`src/rtl/dll_index_tracker_pkg.sv`:
```
// dll_index_tracker_pkg
// Shared constants for the DLL truncation index tracker and the truncation
// stage it feeds: accumulator/window/index widths, the allowed index range,
// the tracker state encoding and the peak-bit to window-index conversion.
package dll_index_tracker_pkg;

  localparam int ACC_WIDTH        = 36;
  localparam int OUT_WIDTH        = 11;
  localparam int IDX_WIDTH        = 6;
  localparam int MIN_INDEX        = OUT_WIDTH - 1;
  localparam int HOLD_PERIODS_DEF = 4;
  localparam int INIT_INDEX_DEF   = 35;

  localparam logic [IDX_WIDTH-1:0] MIN_IDX = IDX_WIDTH'(MIN_INDEX);
  localparam logic [IDX_WIDTH-1:0] MAX_IDX = IDX_WIDTH'(ACC_WIDTH - 1);

  typedef enum logic [1:0] {
    ST_IDLE   = 2'd0,
    ST_SEARCH = 2'd1,
    ST_UPDATE = 2'd2
  } dll_state_e;

  // Window MSB sits one bit above the peak's leading one so the sign bit of
  // the largest sample still lands inside the truncated word.
  function automatic logic [IDX_WIDTH-1:0] clampTarget(input logic [IDX_WIDTH-1:0] p);
    logic [IDX_WIDTH:0] t;
    t = {1'b0, p} + 1'b1;
    if (t < {1'b0, MIN_IDX}) begin
      return MIN_IDX;
    end else if (t > {1'b0, MAX_IDX}) begin
      return MAX_IDX;
    end
    return t[IDX_WIDTH-1:0];
  endfunction

endpackage

```
`src/rtl/dll_index_tracker_abs_max.sv`:
```
// dll_abs_max
// Magnitude of each signed accumulator sample and the running peak of those
// magnitudes over one integration period.
//   clk, reset_n       : clock, asynchronous active-low reset
//   acc_valid_i, acc_i : sample strobe and signed sample
//   dump_i             : end-of-period strobe; peak restarts from zero
//   closing_peak_o     : peak of the period including any sample in this cycle
module dll_abs_max
  import dll_index_tracker_pkg::*;
#(
  parameter int W = ACC_WIDTH
) (
  input  logic         clk,
  input  logic         reset_n,
  input  logic         acc_valid_i,
  input  logic [W-1:0] acc_i,
  input  logic         dump_i,
  output logic [W-1:0] closing_peak_o
);

  logic [W-1:0] mag;
  logic [W-1:0] closing;
  logic [W-1:0] peak_q;
  logic [W-1:0] peak_d;

  // The most negative input maps to 2^(W-1), which still fits unsigned.
  always_comb begin
    mag = acc_i[W-1] ? (~acc_i + 1'b1) : acc_i;
  end

  // A sample coincident with dump belongs to the closing period, so it is
  // folded into the closing value but never into the new period.
  always_comb begin
    closing = peak_q;
    if (acc_valid_i && (mag > peak_q)) begin
      closing = mag;
    end
    peak_d = dump_i ? '0 : closing;
  end

  always_ff @(posedge clk or negedge reset_n) begin
    if (!reset_n) begin
      peak_q <= '0;
    end else begin
      peak_q <= peak_d;
    end
  end

  assign closing_peak_o = closing;

endmodule

```
`src/rtl/dll_index_tracker.sv`:
```
// dll_index_tracker
// Tracks the truncation index for the 36-to-11-bit DLL correlator truncation
// stage. At each dump the period peak magnitude is scanned MSB-first for its
// leading one; the derived window index rises at once and decays by one step
// only after HOLD_PERIODS consecutive lower-target periods.
//   clk, reset_n    : clock, asynchronous active-low reset
//   acc_valid, acc_in : signed accumulator samples
//   dump            : end-of-integration-period strobe
//   index           : current truncation index (10..35)
//   index_valid     : one-cycle pulse when index reflects a new decision
//   busy            : scan/update in progress
//   overrun         : one-cycle pulse, dump arrived while scanning
module dll_index_tracker
  import dll_index_tracker_pkg::*;
#(
  parameter int HOLD_PERIODS = HOLD_PERIODS_DEF,
  parameter int INIT_INDEX   = INIT_INDEX_DEF
) (
  input  logic                 clk,
  input  logic                 reset_n,
  input  logic                 acc_valid,
  input  logic [ACC_WIDTH-1:0] acc_in,
  input  logic                 dump,
  output logic [IDX_WIDTH-1:0] index,
  output logic                 index_valid,
  output logic                 busy,
  output logic                 overrun
);

  localparam int HOLD_WIDTH = $clog2(HOLD_PERIODS + 1);
  localparam logic [HOLD_WIDTH-1:0] HOLD_LIMIT = HOLD_WIDTH'(HOLD_PERIODS);

  logic [ACC_WIDTH-1:0]  closing_peak;
  dll_state_e            state_q;
  logic [IDX_WIDTH-1:0]  ptr_q;
  logic [ACC_WIDTH-1:0]  snap_q;
  logic [IDX_WIDTH-1:0]  index_q;
  logic [HOLD_WIDTH-1:0] hold_q;
  logic                  valid_q;
  logic                  busy_q;
  logic                  overrun_q;
  logic [IDX_WIDTH-1:0]  target_d;
  logic [HOLD_WIDTH-1:0] hold_d;

  dll_abs_max #(
    .W (ACC_WIDTH)
  ) u_abs_max (
    .clk            (clk),
    .reset_n        (reset_n),
    .acc_valid_i    (acc_valid),
    .acc_i          (acc_in),
    .dump_i         (dump),
    .closing_peak_o (closing_peak)
  );

  // ptr_q stops on the leading-one position, so it doubles as p in UPDATE.
  always_comb begin
    target_d = clampTarget(ptr_q);
    hold_d   = hold_q + 1'b1;
  end

  // busy stays high through the index_valid cycle (state already IDLE) and
  // drops on the following edge unless a new dump starts another scan.
  always_ff @(posedge clk or negedge reset_n) begin
    if (!reset_n) begin
      state_q   <= ST_IDLE;
      ptr_q     <= MAX_IDX;
      snap_q    <= '0;
      index_q   <= IDX_WIDTH'(INIT_INDEX);
      hold_q    <= '0;
      valid_q   <= 1'b0;
      busy_q    <= 1'b0;
      overrun_q <= 1'b0;
    end else begin
      valid_q   <= 1'b0;
      overrun_q <= dump && (state_q != ST_IDLE);
      case (state_q)
        ST_IDLE: begin
          if (dump) begin
            snap_q  <= closing_peak;
            ptr_q   <= MAX_IDX;
            busy_q  <= 1'b1;
            state_q <= ST_SEARCH;
          end else begin
            busy_q <= 1'b0;
          end
        end
        ST_SEARCH: begin
          busy_q <= 1'b1;
          if (snap_q[ptr_q] || (ptr_q == '0)) begin
            state_q <= ST_UPDATE;
          end else begin
            ptr_q <= ptr_q - 1'b1;
          end
        end
        ST_UPDATE: begin
          busy_q  <= 1'b1;
          valid_q <= 1'b1;
          state_q <= ST_IDLE;
          if (target_d > index_q) begin
            index_q <= target_d;
            hold_q  <= '0;
          end else if (target_d == index_q) begin
            hold_q <= '0;
          end else if (hold_d == HOLD_LIMIT) begin
            index_q <= index_q - 1'b1;
            hold_q  <= '0;
          end else begin
            hold_q <= hold_d;
          end
        end
        default: begin
          state_q <= ST_IDLE;
        end
      endcase
    end
  end

  assign index       = index_q;
  assign index_valid = valid_q;
  assign busy        = busy_q;
  assign overrun     = overrun_q;

endmodule

```
`config.mk`:
```
export PLATFORM = sky130hd
export DESIGN_NAME = dll_index_tracker
export DESIGN_NICKNAME = d
export VERILOG_FILES = /design/src/rtl/dll_index_tracker_pkg.sv /design/src/rtl/dll_index_tracker_abs_max.sv /design/src/rtl/dll_index_tracker.sv
export SDC_FILE = /design/constraint.sdc
export NUM_CORES = 1
export LEC_CHECK = 0
export CORE_UTILIZATION = 58
export DETAILED_ROUTE_END_ITERATION = 10
export DONT_BUFFER_PORTS = 1
export PLACE_DENSITY = 0.76
export SETUP_SLACK_MARGIN = 0.1
export SLEW_MARGIN = 20
export SYNTH_ARGS = -nofsm -noshare
export SYNTH_HDL_FRONTEND = slang
export SYNTH_SLANG_ARGS = --single-unit
export TNS_END_PERCENT = 1
```
`constraint.sdc`:
```
create_clock -name clk -period 3.48 [get_ports clk]
set_input_delay 0.522 -clock clk [delete_from_list [all_inputs] [get_ports clk]]
set_output_delay 0.522 -clock clk [all_outputs]
set_load 0.005 [all_outputs]
```
* Word-level counts from Yosys, hierarchy flattened *
Cells that the tools add are included.

word-level totals
  bits in registers = 92
  logic and storage cells = 67
  bits of input ports = 40

cells by class
  reductions and logical operators = 14
  equality and inequality tests = 8
  add/sub/neg operators = 5
  bitwise operators = 1
  multiplexer cells = 25
  $lt $le $gt $ge = 5

operators by type and width
  operator                                                       count
  two-way mux 36 bit                                             3
  two-way mux 6 bit                                              8
  adder 36 x 1 -> 36 bit, second input constant                  1
  greater-than comparator 36 bit                                 1
  inverter 36 bit                                                1
  one-hot mux 6 bit (2 select lines)                             1
  subtractor 6 x 1 -> 6 bit, second input constant               2
  two-way mux 3 bit                                              3
  inequality test 2 bit, second input constant                   4
  nonzero test 2 bit                                             4
  adder 6 x 1 -> 7 bit, second input constant                    1
  greater-than comparator 7 x 6 -> 1 bit, second input constant  1
  < comparator 6 x 7 -> 1 bit, second input constant             1
  < comparator 7 x 4 -> 1 bit, second input constant             1
  binary-select mux 1 bit (select 6 bit)                         1
  equality test 6 bit                                            1
  greater-than comparator 6 bit                                  1
  zero test 6 bit                                                1
  AND reduction 3 bit                                            2
  two-way mux 1 bit                                              5
  two-way mux 2 bit                                              2
  one-hot mux 2 bit (2 select lines)                             1
  AND reduction 2 bit                                            2
  adder 3 x 1 -> 3 bit, second input constant                    1
  8 further kinds                                                9

* Logic depth before layout (Yosys ltp) *
Gate-level depths: netlist of the first run.

  word-level depth = 8
  gate-level depth with buffers = 18

* By module *
Synthesis of the first run repeated with hierarchy kept, for this count alone.

second synthesis, totals
  cell total of the unflattened synthesis = 707
  area total of the unflattened synthesis = 6,895.4 um^2

by module, submodules not included
  module             instances  cells each  sequential area each (um^2)  area each (um^2)
  dll_abs_max        1          421         900.9                        3,616.0
  dll_index_tracker  1          286         1,408.9                      3,279.4

* Least setup slack after synthesis of the first run *
No wires, ideal clock.

  path kind = input port to flip-flop
  start = input port acc_in[4]
  end = register snap_q[11]
  library setup time = 0.081 ns
  required time = 3.399 ns
  setup slack = -1.465 ns
  cell stages on the path = 17
  path buffers = 3
  arrival = 4.863 ns
  path through = or3_1 or4b_2 clkbuf_1 or3_2 o41ai_2 xor2_1 inv_1 ha_1 a21oi_1 a21boi_0 a211o_1 o21ai_0 a41o_1 a21boi_0 clkbuf_1 clkbuf_1 mux2i_1

between the ends
  cells in the longest elaborated chain, start to end = 6

RTL lines
  element                         RTL line                         source
  start, declared                 dll_index_tracker.sv:22          input logic [ACC_WIDTH-1:0] acc_in,
  inverter 36 bit                 dll_index_tracker_abs_max.sv:28  mag = acc_i[W-1] ? (~acc_i + 1'b1) : acc_i;
  adder 36 x 1 -> 36 bit          dll_index_tracker_abs_max.sv:28
  two-way mux 36 bit *            dll_index_tracker_abs_max.sv:28
  greater-than comparator 36 bit  dll_index_tracker_abs_max.sv:35  if (acc_valid_i && (mag > peak_q)) begin
  logical AND 1 bit               dll_index_tracker_abs_max.sv:35
  two-way mux 36 bit *            dll_index_tracker_abs_max.sv:35
  end signal, assigned            dll_index_tracker.sv:80          snap_q <= closing_peak;
  end, declared                   dll_index_tracker.sv:36          logic [ACC_WIDTH-1:0] snap_q;

Mark *: on every way between the ends. The rest lies on a longest branch, timed or not.
A chain may end at the register's enable or synchronous reset.

* Worst setup path after layout of the first run *
  start = input port acc_in[18]
  end = register snap_q[35]

Same word-level chain as after synthesis.

==> reports/results.ini, run 1 <==
[die]
start_util_pct = 59.4
dieArea_um2 = 12700
die_x_um = 113
core_area_um2 = 12000
io_pins = 49
die_h_um = 113
placementRows = 40

[sta]
fmax_ghz = 0.232
timing.final.crit_share_pct = 124
worst_slack_ns = -0.833
relSlewSlack_pct = 50.5
hold_viol_final = 0
skew_ns = 0.00764
worst_slew_pin_slew_ns = 0.732
setup_violations = 72
rsz0062_at_grt = true
final.min_clock_period_ns = 4.31
maxSlewViolCount = 0

[final_layout]
fin_area_um2 = 8810
drive_gt1_share_pct = 26.6
fin_util_pct = 73.3
areaGrowthSynthToFinish_pct = 23.6
n_fill_cell = 806
nets = 943
antenna_cells = 0

[clock_network]
cts.sinks = 92
h-tree-depth = 3
clk_latency_ns = 0.35
clock-root-buffer = clkbuf_16
clkTransAtPathRegs_ns = 0.07
cts_tree = done
cts_buffer_depth = 2
numCtsBuffers = 9

[route]
drt_wl_total_um = 21800
routedWlPerCell_um = 21.8
drtAntennaViolNets = 0
dr.pass1.iters = 5
vias_per_cell = 6.73
drt-initial-drc-count = 507
drc = 0
num_vias = 6740

[critical_path]
arrival_ns = 4.55
crit_path_end_kind = flip-flop
crit_type = in2reg
worstPathMaxFanout = 5
required_ns = 3.71
startpoint_type = primary input

[synthesis]
syn_avg_cell_area_um2 = 9.51
synth_top_cell_by_area = dfrtp_1
ys_seq_area_share_pct = 32.4
async_flop_share_pct = 100
synth_common_cells = 86 x dfrtp_1, 83 x inv_1, 55 x mux2i_1
ys_seq_elements = 92
yosysMostFrequentCell = dfrtp_1
syn_inst = 750
syn_nets = 844
synth_edf_count = 0
yosys_most_used_dff = dfrtp_1
synth_top_area_share_pct = 30.2
synth_area_leaders = dfrtp_1 30%, ha_1 9.5%, mux2i_1 7.7%, a211oi_1 5.1%, inv_1 4.4%
mappedNetlistArea_um2 = 7130
synth_cell_type_count = 70
yosys_warnings = 0

[worst_hold_path]
hold_class = in2async

[status]
status = finished, violations left
violations = setup timing

[global_routing]
grt_max_degree = 87
grt_pass1_wl_um = 35100
grt.total_usage_pct = 35.2
antenna_found_initial = 0
grt_pass1_vias = 7163
grt-ovfl-total = 0

[placement]
io_buffers = 0
dp_hpwl_um = 14900
postPlaceCellArea_um2 = 8050
place_congestion = 0.909

[power]
leakagePower_nw = 4.13
pwr_density_cell_nw_per_um2 = 609
power_mw = 5.36
worst_ir_drop_vdd_mv = 0.318

[flow_run]
drv_cap = 0

placed cells by master (no fill, tap or decap), types with 8 or more instances in the layout:
cell type	instances
buf_4	110
dfrtp_1	86
inv_1	80
mux2i_1	55
ha_1	51
nand2_1	43
a211oi_1	41
o21ai_0	27
a21oi_1	27
nor2_1	21
xor2_1	20
o211a_1	16
xnor2_1	15
o211ai_1	12
buf_6	12
o21ai_1	11
o31ai_1	11
nand3_1	11
and3_1	11
mux4_2	10
a22oi_1	9
a311o_1	9
clkbuf_16	9
nand4_1	8
cells by family (layout without fill, tap and decap cells):
logic type | Yosys count | count (layout) | share of synthesized area [%]
AO/OA/AOI/OAI | 230 | 230 | 23.6
AND/OR/NAND/NOR | 142 | 142 | 10.5
buffers and inverters | 129 | 233 | 8.39
adder cells (fa/ha/maj) | 54 | 54 | 9.48
flip-flops | 92 | 92 | 32.4
XOR/XNOR | 37 | 37 | 4.65
multiplexers | 66 | 66 | 11.0
registers in the layout, summed over array words and instances, names as in the netlist:
signal and count:
index_valid 1, hold_q 3, ptr_q 6, busy 1, snap_q 36, state_q 2
u_abs_max.peak_q 36, index 6, overrun 1
worst paths after layout:
| path | endpoint | cells after the start | slack (ns) | start |
|---|---|---|---|---|
| worst max-delay path | snap_q[35]$_DFFE_PN0P_ | 16 | -0.83 | acc_in[18] |
| worst min-delay path | ptr_q[5]$_DFFE_PN1P_ | 0 | 0.01 | reset_n |
| worst max register to register | hold_q[2]$_DFFE_PN0P_ | 14 | 0.07 | ptr_q[1]$_DFFE_PN1P_ |
| worst min register to register | busy$_DFFE_PN0P_ | 2 | 0.51 | busy$_DFFE_PN0P_ |
| max in group asynchronous | u_abs_max.peak_q[24]$_DFF_PN0_ | 1 | 3.02 | reset_n |
| min in group clk | u_abs_max.peak_q[8]$_DFF_PN0_ | 1 | 0.24 | dump |
worst max-delay path, cell delays in order:
cell	delay [ns]
or4_4	0.52
or4_4	0.43
buf_4	0.15
or3_4	0.43
buf_4	0.16
o21ai_1	0.16
xor2_1	0.28
inv_1	0.07
ha_1	0.30
nand4_1	0.18
nor4_2	0.08
a31o_2	0.31
nor2_2	0.19
a21boi_4	0.30
buf_12	0.15
mux2_2	0.32
layout make-up:
class                      instances  area [um^2]  share of cell area [%]
clock buffer                      12          236                    2.68
sequential                        92         2310                    26.2
inverter                          84          315                    3.58
multi-input combinational        529         4510                    51.2
timing repair buffer             133         1200                    13.7
tap                              147          184                    2.09
clock inverter                     4         50.0                   0.568
power breakdown:
part	switching [mW]	leakage [nW]	internal, mW
logic	1.44	2.81	1.24
registers	0.280	1.18	1.41
clock network	0.434	0.133	0.557
total	2.15	4.13	3.21
layer usage:
| metal | track usage [%] | vias to the layer above | wire length, um |
|---|---|---|---|
| met1 | 42.5 | 3320 | 8410 |
| met4 | 19.0 | 0 | 899 |
| li1 | - | 2994 | - |
| met5 | 0 | - | 0 |
| met2 | 61.0 | 338 | 10900 |
| met3 | 5.30 | 88 | 1600 |
through the flow:
stage	setup TNS [ns]	hold WS, ns	cells	worst slack [ns]
after floorplan	-65.29	0.226	750	-0.931
after global placement	-74.25	0.232	967	-1.12
after detailed placement	-81.97	0.231	967	-1.24
after CTS	-54.22	0.00725	999	-0.794
after global routing	-62.90	0.00283	1001	-0.956
final	-55.57	0.0111	1001	-0.833
what timing repair did:
item	in CTS	in global routing
pin swaps	35	11
gates cloned	3	0
endpoints found under the setup margin	75	80
gates resized for setup	61	10
buffers inserted	12	2
hold buffers	1	0
endpoints found under the hold margin	86	0
Note: power is estimated with default switching activity, not from simulation.
==> run 2: changes to the inputs <==
SLEW_MARGIN = 10   (was 20)
==> results of run 2 <==
Final layout, timing and power as in run 1 (identical DEF).
